--- config.mk ---
export PLATFORM = sky130hd
export DESIGN_NAME = btn_cmd_decoder_flat
export DESIGN_NICKNAME = d
export VERILOG_FILES = /design/src/rtl/btn_cmd_decoder_if.sv /design/src/rtl/btn_cmd_decoder.sv /design/src/flat_wrapper.sv
export SDC_FILE = /design/constraint.sdc
export NUM_CORES = 1
export LEC_CHECK = 0
export BUFFER_PORTS_ARGS = -buffer_cell sky130_fd_sc_hd__buf_2
export CORE_MARGIN = 2
export CORE_UTILIZATION = 40
export CTS_BUF_LIST = sky130_fd_sc_hd__clkbuf_8
export CTS_CLUSTER_SIZE = 16
export DETAILED_ROUTE_END_ITERATION = 16
export PLACE_DENSITY_LB_ADDON = 0.1
export SYNTH_ARGS = -nofsm -noshare
export SYNTH_HDL_FRONTEND = slang
export SYNTH_SLANG_ARGS = --single-unit
--- constraint.sdc ---
create_clock -name clk -period 2.3 [get_ports clk]
set_input_delay 0.345 -clock clk [delete_from_list [all_inputs] [get_ports clk]]
set_output_delay 0.345 -clock clk [all_outputs]
set_load 0.03 [all_outputs]
--- src/rtl/btn_cmd_decoder_if.sv ---
// Button/command bundle for btn_cmd_decoder: raw buttons in, animation commands out.
// slave = decoder side, master = the block driving buttons and consuming commands.
interface btn_cmd_decoder_if;
  logic       btn_rst;
  logic       btn_en;
  logic       btn_spd;
  logic       en;
  logic       rst_pulse;
  logic [1:0] speed_sel;
  logic       state_dbg;

  modport master (
    output btn_rst, btn_en, btn_spd,
    input  en, rst_pulse, speed_sel, state_dbg
  );

  modport slave (
    input  btn_rst, btn_en, btn_spd,
    output en, rst_pulse, speed_sel, state_dbg
  );
endinterface

--- src/rtl/btn_cmd_decoder.sv ---
// Debounces three push-buttons and turns them into LED-animation commands (enable, reset, speed).
// Optional macro LONG_PRESS_EN: btn_en toggles on short release; a long hold issues reset+pause.
module btn_cmd_decoder #(
  parameter int DIV_BITS   = 16,
  parameter int DB_LEN     = 4,
  parameter int LONG_TICKS = 64
) (
  input  logic             clk,
  input  logic             rst,
  btn_cmd_decoder_if.slave bus
);

  typedef enum logic {PAUSED = 1'b0, RUNNING = 1'b1} state_e;

  localparam int BTN_RST = 0;
  localparam int BTN_EN  = 1;
  localparam int BTN_SPD = 2;

  logic [2:0] raw;
  logic [2:0] sync1_q, sync2_q;
  assign raw = {bus.btn_spd, bus.btn_en, bus.btn_rst};

  always_ff @(posedge clk or posedge rst) begin
    if (rst) begin
      sync1_q <= '0;
      sync2_q <= '0;
    end else begin
      sync1_q <= raw;
      sync2_q <= sync1_q;
    end
  end

  logic [DIV_BITS-1:0] div_q;
  logic                tick;
  assign tick = &div_q;

  always_ff @(posedge clk or posedge rst) begin
    if (rst) div_q <= '0;
    else     div_q <= div_q + DIV_BITS'(1);
  end

  // Level changes only once the whole sample window agrees; mixed windows hold.
  logic [DB_LEN-1:0] sr_q [3];
  logic [2:0]        db_q, db_d_q;

  always_ff @(posedge clk or posedge rst) begin
    if (rst) begin
      for (int b = 0; b < 3; b++) sr_q[b] <= '0;
      db_q   <= '0;
      db_d_q <= '0;
    end else begin
      for (int b = 0; b < 3; b++) begin
        if (tick) sr_q[b] <= {sr_q[b][DB_LEN-2:0], sync2_q[b]};
        if (&sr_q[b])       db_q[b] <= 1'b1;
        else if (~|sr_q[b]) db_q[b] <= 1'b0;
      end
      db_d_q <= db_q;
    end
  end

  logic rst_evt, spd_evt, en_evt, long_evt;
  assign rst_evt = db_q[BTN_RST] & ~db_d_q[BTN_RST];
  assign spd_evt = db_q[BTN_SPD] & ~db_d_q[BTN_SPD];

`ifdef LONG_PRESS_EN
  localparam int HW = $clog2(LONG_TICKS + 1);
  logic [HW-1:0] hold_q;

  // hold_q survives the release cycle so the release can still see the hold length.
  always_ff @(posedge clk or posedge rst) begin
    if (rst) begin
      hold_q <= '0;
    end else if (db_q[BTN_EN]) begin
      if (tick && (hold_q < HW'(LONG_TICKS))) hold_q <= hold_q + HW'(1);
    end else if (!db_d_q[BTN_EN]) begin
      hold_q <= '0;
    end
  end

  assign long_evt = tick && db_q[BTN_EN] && (hold_q == HW'(LONG_TICKS - 1));
  assign en_evt   = ~db_q[BTN_EN] && db_d_q[BTN_EN] && (hold_q < HW'(LONG_TICKS));
`else
  assign long_evt = 1'b0;
  assign en_evt   = db_q[BTN_EN] & ~db_d_q[BTN_EN];
`endif

  state_e     state_q, state_d;
  logic [1:0] speed_q, speed_d;
  logic       pulse_q, pulse_d;
  logic       en_q;

  // Later assignments win: rst event beats long press beats toggle.
  always_comb begin
    state_d = state_q;
    speed_d = speed_q;
    pulse_d = 1'b0;
    if (en_evt)  state_d = (state_q == PAUSED) ? RUNNING : PAUSED;
    if (spd_evt) speed_d = (speed_q == 2'd2) ? 2'd0 : speed_q + 2'd1;
    if (long_evt) begin
      pulse_d = 1'b1;
      state_d = PAUSED;
    end
    if (rst_evt) begin
      pulse_d = 1'b1;
      state_d = PAUSED;
      speed_d = 2'd0;
    end
  end

  always_ff @(posedge clk or posedge rst) begin
    if (rst) begin
      state_q <= PAUSED;
      speed_q <= 2'd0;
      pulse_q <= 1'b0;
      en_q    <= 1'b0;
    end else begin
      state_q <= state_d;
      speed_q <= speed_d;
      pulse_q <= pulse_d;
      en_q    <= (state_d == RUNNING);
    end
  end

  assign bus.en        = en_q;
  assign bus.rst_pulse = pulse_q;
  assign bus.speed_sel = speed_q;
  assign bus.state_dbg = (state_q == RUNNING);

endmodule

--- src/flat_wrapper.sv ---
// flat-port wrapper written by rule: the top's interface ports become plain ports
module btn_cmd_decoder_flat 
#(
  parameter int DIV_BITS   = 16,
  parameter int DB_LEN     = 4,
  parameter int LONG_TICKS = 64
)
  (clk, rst, bus_btn_rst, bus_btn_en, bus_btn_spd, bus_en, bus_rst_pulse, bus_speed_sel, bus_state_dbg);
  btn_cmd_decoder_if bus_i ();
  input  logic clk;
  input  logic rst;
  input wire logic [$bits(bus_i.btn_rst)-1:0] bus_btn_rst;
  input wire logic [$bits(bus_i.btn_en)-1:0] bus_btn_en;
  input wire logic [$bits(bus_i.btn_spd)-1:0] bus_btn_spd;
  output wire logic [$bits(bus_i.en)-1:0] bus_en;
  output wire logic [$bits(bus_i.rst_pulse)-1:0] bus_rst_pulse;
  output wire logic [$bits(bus_i.speed_sel)-1:0] bus_speed_sel;
  output wire logic [$bits(bus_i.state_dbg)-1:0] bus_state_dbg;
  assign bus_i.btn_rst = bus_btn_rst;
  assign bus_i.btn_en = bus_btn_en;
  assign bus_i.btn_spd = bus_btn_spd;
  assign bus_en = bus_i.en;
  assign bus_rst_pulse = bus_i.rst_pulse;
  assign bus_speed_sel = bus_i.speed_sel;
  assign bus_state_dbg = bus_i.state_dbg;
  btn_cmd_decoder #(.DIV_BITS(DIV_BITS), .DB_LEN(DB_LEN), .LONG_TICKS(LONG_TICKS)) u_core (.clk(clk), .rst(rst), .bus(bus_i));
endmodule
==> impl_results.md, run 1 <==
- Vias in the first global route: 996
- Diode count: 0
- Most frequent cells in the layout: 44 x dfrtp_1, 12 x mux2_2, 9 x xor2_1, 9 x buf_2, 7 x nor2_1
- Multiplexer share of the synthesized area: 7.982%
- Setup Fix Bufs, Post-CTS: 0
- Final period util: 86.70%
- Worst vdd ir: 294.9 uV
- Via count: 937
- Worst-Skew Late Latency: 0.30 ns
- Clk slew on worst S/H paths: 0.08 ns
- Hold_sp: bus_btn_rst
- Crit Path Class: reg2reg
- Final setup viols: 0
- Detail Placement HPWL: 1.527 mm
- Startpoint Class: flop
- DR iter-0 viols: 53
- Remaining antenna violation count after routing: 0
- CP max stage cell: nor4_4
- Worst Hold Class: in2reg
- Final hold violation count: 0
- Nets: 147
- Core ar.: 0.004029 sq mm
- R2R setup slack: 0.31 ns
- Commonest non-fill, non-tap cell in the layout: dfrtp_1
- CP arrival: 2.19 ns
- Switching share of power: 19.26%
- Pin count of the biggest net entering global routing: 45
- Combinational share of power: 1.3%
- GRT met2 Usage: 17.63%
- Post-route setup slack: 0.3058 ns
- #FFs+latches synth: 44
- DP Worst Slack: 0.2738 ns
- Post-synthesis sequential area ratio: 65.04%
- Full die area: 0.004769 sq mm
- Main combinational cell family by area after synthesis: simple AND/OR/NAND/NOR gates
- TritonCTS clock tree: yes
- Syn_area_per_cell: 13.54 sq um
- Power consumption: 0.001408 W
- Share of post-route cells with drive strength above 1: 24.65%
- Initial antenna violation count: 0
- Synth Cell Area: 0.001693 sq mm
- Hold depth: 1
- Synth Warn #: 0
- Grt met3 use: 3.509%
- RSZ-0062 raised after global routing: false
- R2R cell count: 5
- Worst setup EP type: flop
- Crit path max-delay family: simple AND/OR/NAND/NOR gates
- Placed cells: 184
- Syn Nets: 131
- Row count: 23
- CTS sink cnt: 44
- Sw power: 0.0002711 W
- Synth Area in Simple Gates: 13.90%
- Adder-cell share of the synthesized area: 0.7391%
- Routed WL: 2.266 mm
- Crit-path max FO: 8
- Average vias per placed instance: 4.880
- Final slew viol count: 0
- Top Usage Layer GRT: met2
- TritonCTS Buffers: 5
- Pwr dens: 733.9 mW/mm^2
- Gr ovfl total: 0
- CP Data Required Time: 2.49 ns
- Status: finished, final reports clean
- Layout area overhead: 13.30%
- FILL cells: 388
- Max cap viols: 0
- Hold_buf cts: 0
- CP max stage delay: 0.45 ns
- Final min period: 1.994 ns
- Routability Congestion: 0.6855
- Synth Area in Compound Gates: 2.587%
- Cts repair resizes: 0
- Synth Instances: 125
- PortBufs: 9
- First-pass GRT wire length: 4.353 mm
- Met1 usage: 14.01%
- Cell variety after synth: 23
- Leak: 0.9474 nW
- RR Startpoint: u_core.div_q[0]
- P_int: 0.001137 W
- Buffers and inverters on the worst path: 1
- First-pass iteration count of the detailed router: 4
- Drt drc: 0
- Min-Delay Endpoint: u_core.sync1_q[0]
- Global-route usage over all layers: 11.55%
- CTS max path bufs: 2
- Worst slew pin tran: 0.5364 ns
- Min Hold Slack: 0.1438 ns
- Initial Util: 42.02%
- CTS H-tree depth: 2
- Post-Synth XOR/XNOR Area: 7.761%
- Routed len/inst: 11.80 um
- Relative slew slack: 64.24%
- RR Endpoint: u_core.sr_q[5]
- Skew final: 0.01139 ns
- Max Clock Freq: 501.5 MHz
- Crit-path cells: ha_1 > nand3_1 > nor4_4 > buf_4 > mux2_2
- Setup TNS: 0 ns
- Die width: 69.06 um
- I/O pin total: 10
- Share of total power in the clock network: 43.3%
- Sequential Power Share: 55.4%
- CTS Root Cell: clkbuf_8
- Die Height: 69.06 um
- Finished Layout Cells: 192
## Yosys cell counts
library cell	n	area share, %
ha_1	1	0.74
mux2_2	12	8.0
buf_4	1	0.44
nand2b_1	1	0.37
nor4_1	3	1.1
nand4_1	3	1.1
nand2_1	5	1.1
and3_2	1	0.44
nand3_1	6	1.8
buf_6	1	0.67
nor2b_1	2	0.74
nor2_1	7	1.6
nor3_1	4	1.2
a21oi_1	5	1.5
xnor2_1	6	3.1
nor4_4	1	1.3
dfrtp_1	44	65
or3b_2	1	0.52
inv_1	4	0.89
or3_1	4	1.5
nand4_4	1	1.3
xor2_1	9	4.7
a31oi_1	3	1.1
## worst max path at each step
stage | from | end | slack, ns | cells after the start
floorplan | u_core.div_q[0] | u_core.sr_q[0] | 0.55 | 5
detailed placement | u_core.div_q[0] | u_core.sr_q[5] | 0.27 | 5
finish | u_core.div_q[0] | u_core.sr_q[5] | 0.31 | 5
global route | u_core.div_q[0] | u_core.sr_q[9] | 0.14 | 5
CTS | u_core.div_q[0] | u_core.sr_q[5] | 0.26 | 5
global placement | u_core.div_q[0] | u_core.sr_q[8] | 0.33 | 5
## power by group through the flow
stage,Sequential [W],Combinational [W],Clock [W]
after detailed placement,0.000795,0.0000202,0
after CTS,0.000779,0.0000200,0.000631
after global routing,0.000780,0.0000224,0.000668
after floorplan,0.000794,0.0000114,0
after global placement,0.000795,0.0000195,0
final,0.000779,0.0000184,0.000610
## worst reg2reg max path, stage by stage (launching register included)
cell     delay [ns]
dfrtp_1        0.39
ha_1           0.24
nand3_1        0.23
nor4_4         0.45
buf_4          0.24
mux2_2         0.34
## area by class of cell
type	count	area [sq um]	area share (%)
multi-input cells	75	558.0	29.09
repair buffers	11	60.06	3.131
well taps	50	62.56	3.262
clock buffers	6	82.58	4.305
clock inverters	2	38.79	2.022
flip-flops and latches	44	1101	57.40
inverters	4	15.01	0.7828
## registers in the layout, summed over array words and instances (netlist names)
| signal | count |
|---|---|
| u_core.bus.rst_pulse | 1 |
| u_core.bus.speed_sel | 2 |
| u_core.bus.state_dbg | 1 |
| u_core.db_d_q | 3 |
| u_core.db_q | 3 |
| u_core.div_q | 16 |
| u_core.sr_q | 12 |
| u_core.sync1_q | 3 |
| u_core.sync2_q | 3 |
## through the flow
step                area (sq um)  util, %
floorplan                   1693        -
global route                1918    47.61
detailed placement          1797    44.60
finish                      1918    47.61
global placement            1797    44.60
CTS                         1918    47.61
## layer usage
metal	part of all wire, %	vias up	routed length [um]
met5	0	-	0
met2	46	12	1051
met4	3.1	0	70
li1	-	463	-
met1	47	455	1068
met3	3.3	7	75
## cell families (layout without fill, tap and decap cells)
logic type,count (synthesis),after routing
flops,44,44
simple gates,39,39
xor+xnor,15,15
mux,12,12
compound gates,8,8
buf+inv,6,23
fa+ha+maj,1,1
(Power assumes the default switching activity.)
==> inputs of run 2 (changes only) <==
==> constraint.sdc (replaced) <==
create_clock -name clk -period 1.8 [get_ports clk]
set_input_delay 0.27 -clock clk [delete_from_list [all_inputs] [get_ports clk]]
set_output_delay 0.27 -clock clk [all_outputs]
set_load 0.03 [all_outputs]
==> run 2 against run 1 <==
Count of clock-buffer cells in the layout decreased by 1. Clock power decreased by 8.5%. Critical endpoint is now u_core.sr_q[3]. Sequential cell count unchanged. Combinational power increased by 47%. Global-route usage increased by 0.59 points. Routed wire length increased by 4.6%. Sequential share of layout area decreased by 0.48 points. Non-clock buffer count increased by 6. Die area unchanged.
==> impl_results.md, run 2 (synthesis results as in run 1) <==
- Pwr dens: 817.4 mW/mm^2
- Die width: 69.06 um
- Worst slew pin tran: 0.3539 ns
- Pin count of the biggest net entering global routing: 30
- I/O pin total: 10
- Row count: 23
- CTS max path bufs: 2
- Crit Path Class: reg2reg
- Final period util: 92.48%
- Setup Fix Bufs, Post-CTS: 0
- Max cap viols: 0
- Drt drc: 0
- Power consumption: 0.001581 W
- PortBufs: 9
- Startpoint Class: flop
- Buffers and inverters on the worst path: 1
- Diode count: 0
- Nets: 153
- Crit-path max FO: 12
- Combined area of the multi-input logic cells: 558.0 sq um
- Final hold violation count: 0
- Leak: 0.9607 nW
- Detail Placement HPWL: 1.687 mm
- Routed len/inst: 12.03 um
- Layout Utilization: 48.01%
- Global-route usage over all layers: 12.15%
- Worst-Skew Late Latency: 0.29 ns
- TritonCTS clock tree: yes
- Final min period: 1.665 ns
- CTS Root Cell: clkbuf_8
- DP Worst Slack: 0.1335 ns
- Crit-path cells: ha_1 > nand3_1 > nor4_4 > buf_12 > mux2_2
- Max Clock Freq: 600.7 MHz
- Core ar.: 0.004029 sq mm
- Final slew viol count: 0
- CTS H-tree depth: 2
- Average vias per placed instance: 4.863
- Setup TNS: 0 ns
- Routed WL: 2.370 mm
- CP max stage delay: 0.39 ns
- Max FFs per register: 16
- RSZ-0062 raised after global routing: false
- Placed cells: 189
- Crit path max-delay family: simple AND/OR/NAND/NOR gates
- CP Data Required Time: 1.97 ns
- Largest registers: u_core.div_q: 16 flops, u_core.sr_q: 12 flops
- Layout area overhead: 14.26%
- Register area: 0.001101 sq mm
- Cts repair resizes: 0
- CP max stage cell: dfrtp_1
- Initial antenna violation count: 0
- First-pass iteration count of the detailed router: 3
- Skew final: 0.002284 ns
- Finished Layout Cells: 197
- Vias in the first global route: 1021
- Final setup viols: 0
- Gr ovfl total: 0
- Commonest non-fill, non-tap cell in the layout: dfrtp_1
- FILL cells: 363
- CP arrival: 1.84 ns
- Post-route setup slack: 0.1354 ns
- CTS sink cnt: 44
- Hold_buf cts: 1
- Routability Congestion: 0.7151
- TritonCTS Buffers: 5
- Most frequent cells in the layout: 44 x dfrtp_1, 12 x mux2_2, 9 x xor2_1, 9 x buf_2, 7 x nor2_1
- Remaining antenna violation count after routing: 0
- Worst vdd ir: 423.0 uV
- Worst setup EP type: flop
- Via count: 958
- Relative slew slack: 76.41%
- Top reg by flops: u_core.div_q
- Full die area: 0.004769 sq mm
- Die Height: 69.06 um
- Worst Hold Class: in2reg
- Clk slew on worst S/H paths: 0.07 ns
- Status: finished, final reports clean
- Initial Util: 42.02%
- First-pass GRT wire length: 4.574 mm
- Share of post-route cells with drive strength above 1: 25.85%
- DR iter-0 viols: 46
## run 2: changes by cell type in the layout (fill, tap and decap cells not counted)
cell,before,now
clkinv_4,1,0
buf_12,0,1
clkinv_2,0,1
bufinv_16,1,0
buf_4,2,6
inv_1,4,5
dlygate4sd3_1,0,1
clkbuf_8,6,5
## run 2: layout make-up
type	count	area share [%]
clock buffer	5	3.558
clock inverter	2	0.4528
sequential	44	56.92
multi-input combinational	75	28.85
tap	50	3.234
inverter	4	0.7762
timing repair buffer	17	6.210
## run 2: worst paths after layout
path                              startpoint                 to  slack [ns]  depth (start not counted)
max reg2reg                  u_core.div_q[0]     u_core.sr_q[3]        0.14                          5
min reg2reg                u_core.sync1_q[1]  u_core.sync2_q[1]        0.35                          0
min in group asynchronous                rst   u_core.div_q[10]        0.54                          4
min                               bus_btn_en  u_core.sync1_q[1]        0.09                          1
max in group asynchronous                rst  u_core.sync2_q[0]        0.93                          4
max                          u_core.div_q[0]     u_core.sr_q[3]        0.14                          5
## run 2: per-layer routing
layer	up-vias	GRT usage (%)	share of wire, %
met1	468	14.01	45
met5	-	0	0
met2	10	20.30	49
li1	475	-	-
met4	0	5.882	2.0
met3	5	3.947	3.2
## run 2: report_power, final
| group | total [W] | internal, W | switching, W |
|---|---|---|---|
| sequential | 0.000996 | 0.000994 | 0.00000167 |
| clock | 0.000558 | 0.000258 | 0.000300 |
| combinational | 0.0000270 | 0.00000750 | 0.0000195 |
| total | 0.00158 | 0.00126 | 0.000321 |
## run 2: worst reg2reg max path, delay by kind of cell, from the launching register on
kind / cells / cell delay [ns]
buffers and inverters: 1 / 0.18
and+or+nand+nor: 2 / 0.47
DFF: 1 / 0.39
adders and majority gates: 1 / 0.18
muxes: 1 / 0.34
## run 2: through the flow
| stage | instance area, sq um | hold WS, ns |
|---|---|---|
| finish | 1934 | 0.08562 |
| global route | 1934 | 0.06481 |
| CTS | 1934 | 0.07486 |
| detailed placement | 1847 | 0.3054 |
| global placement | 1847 | 0.3024 |
| floorplan | 1693 | 0.3014 |
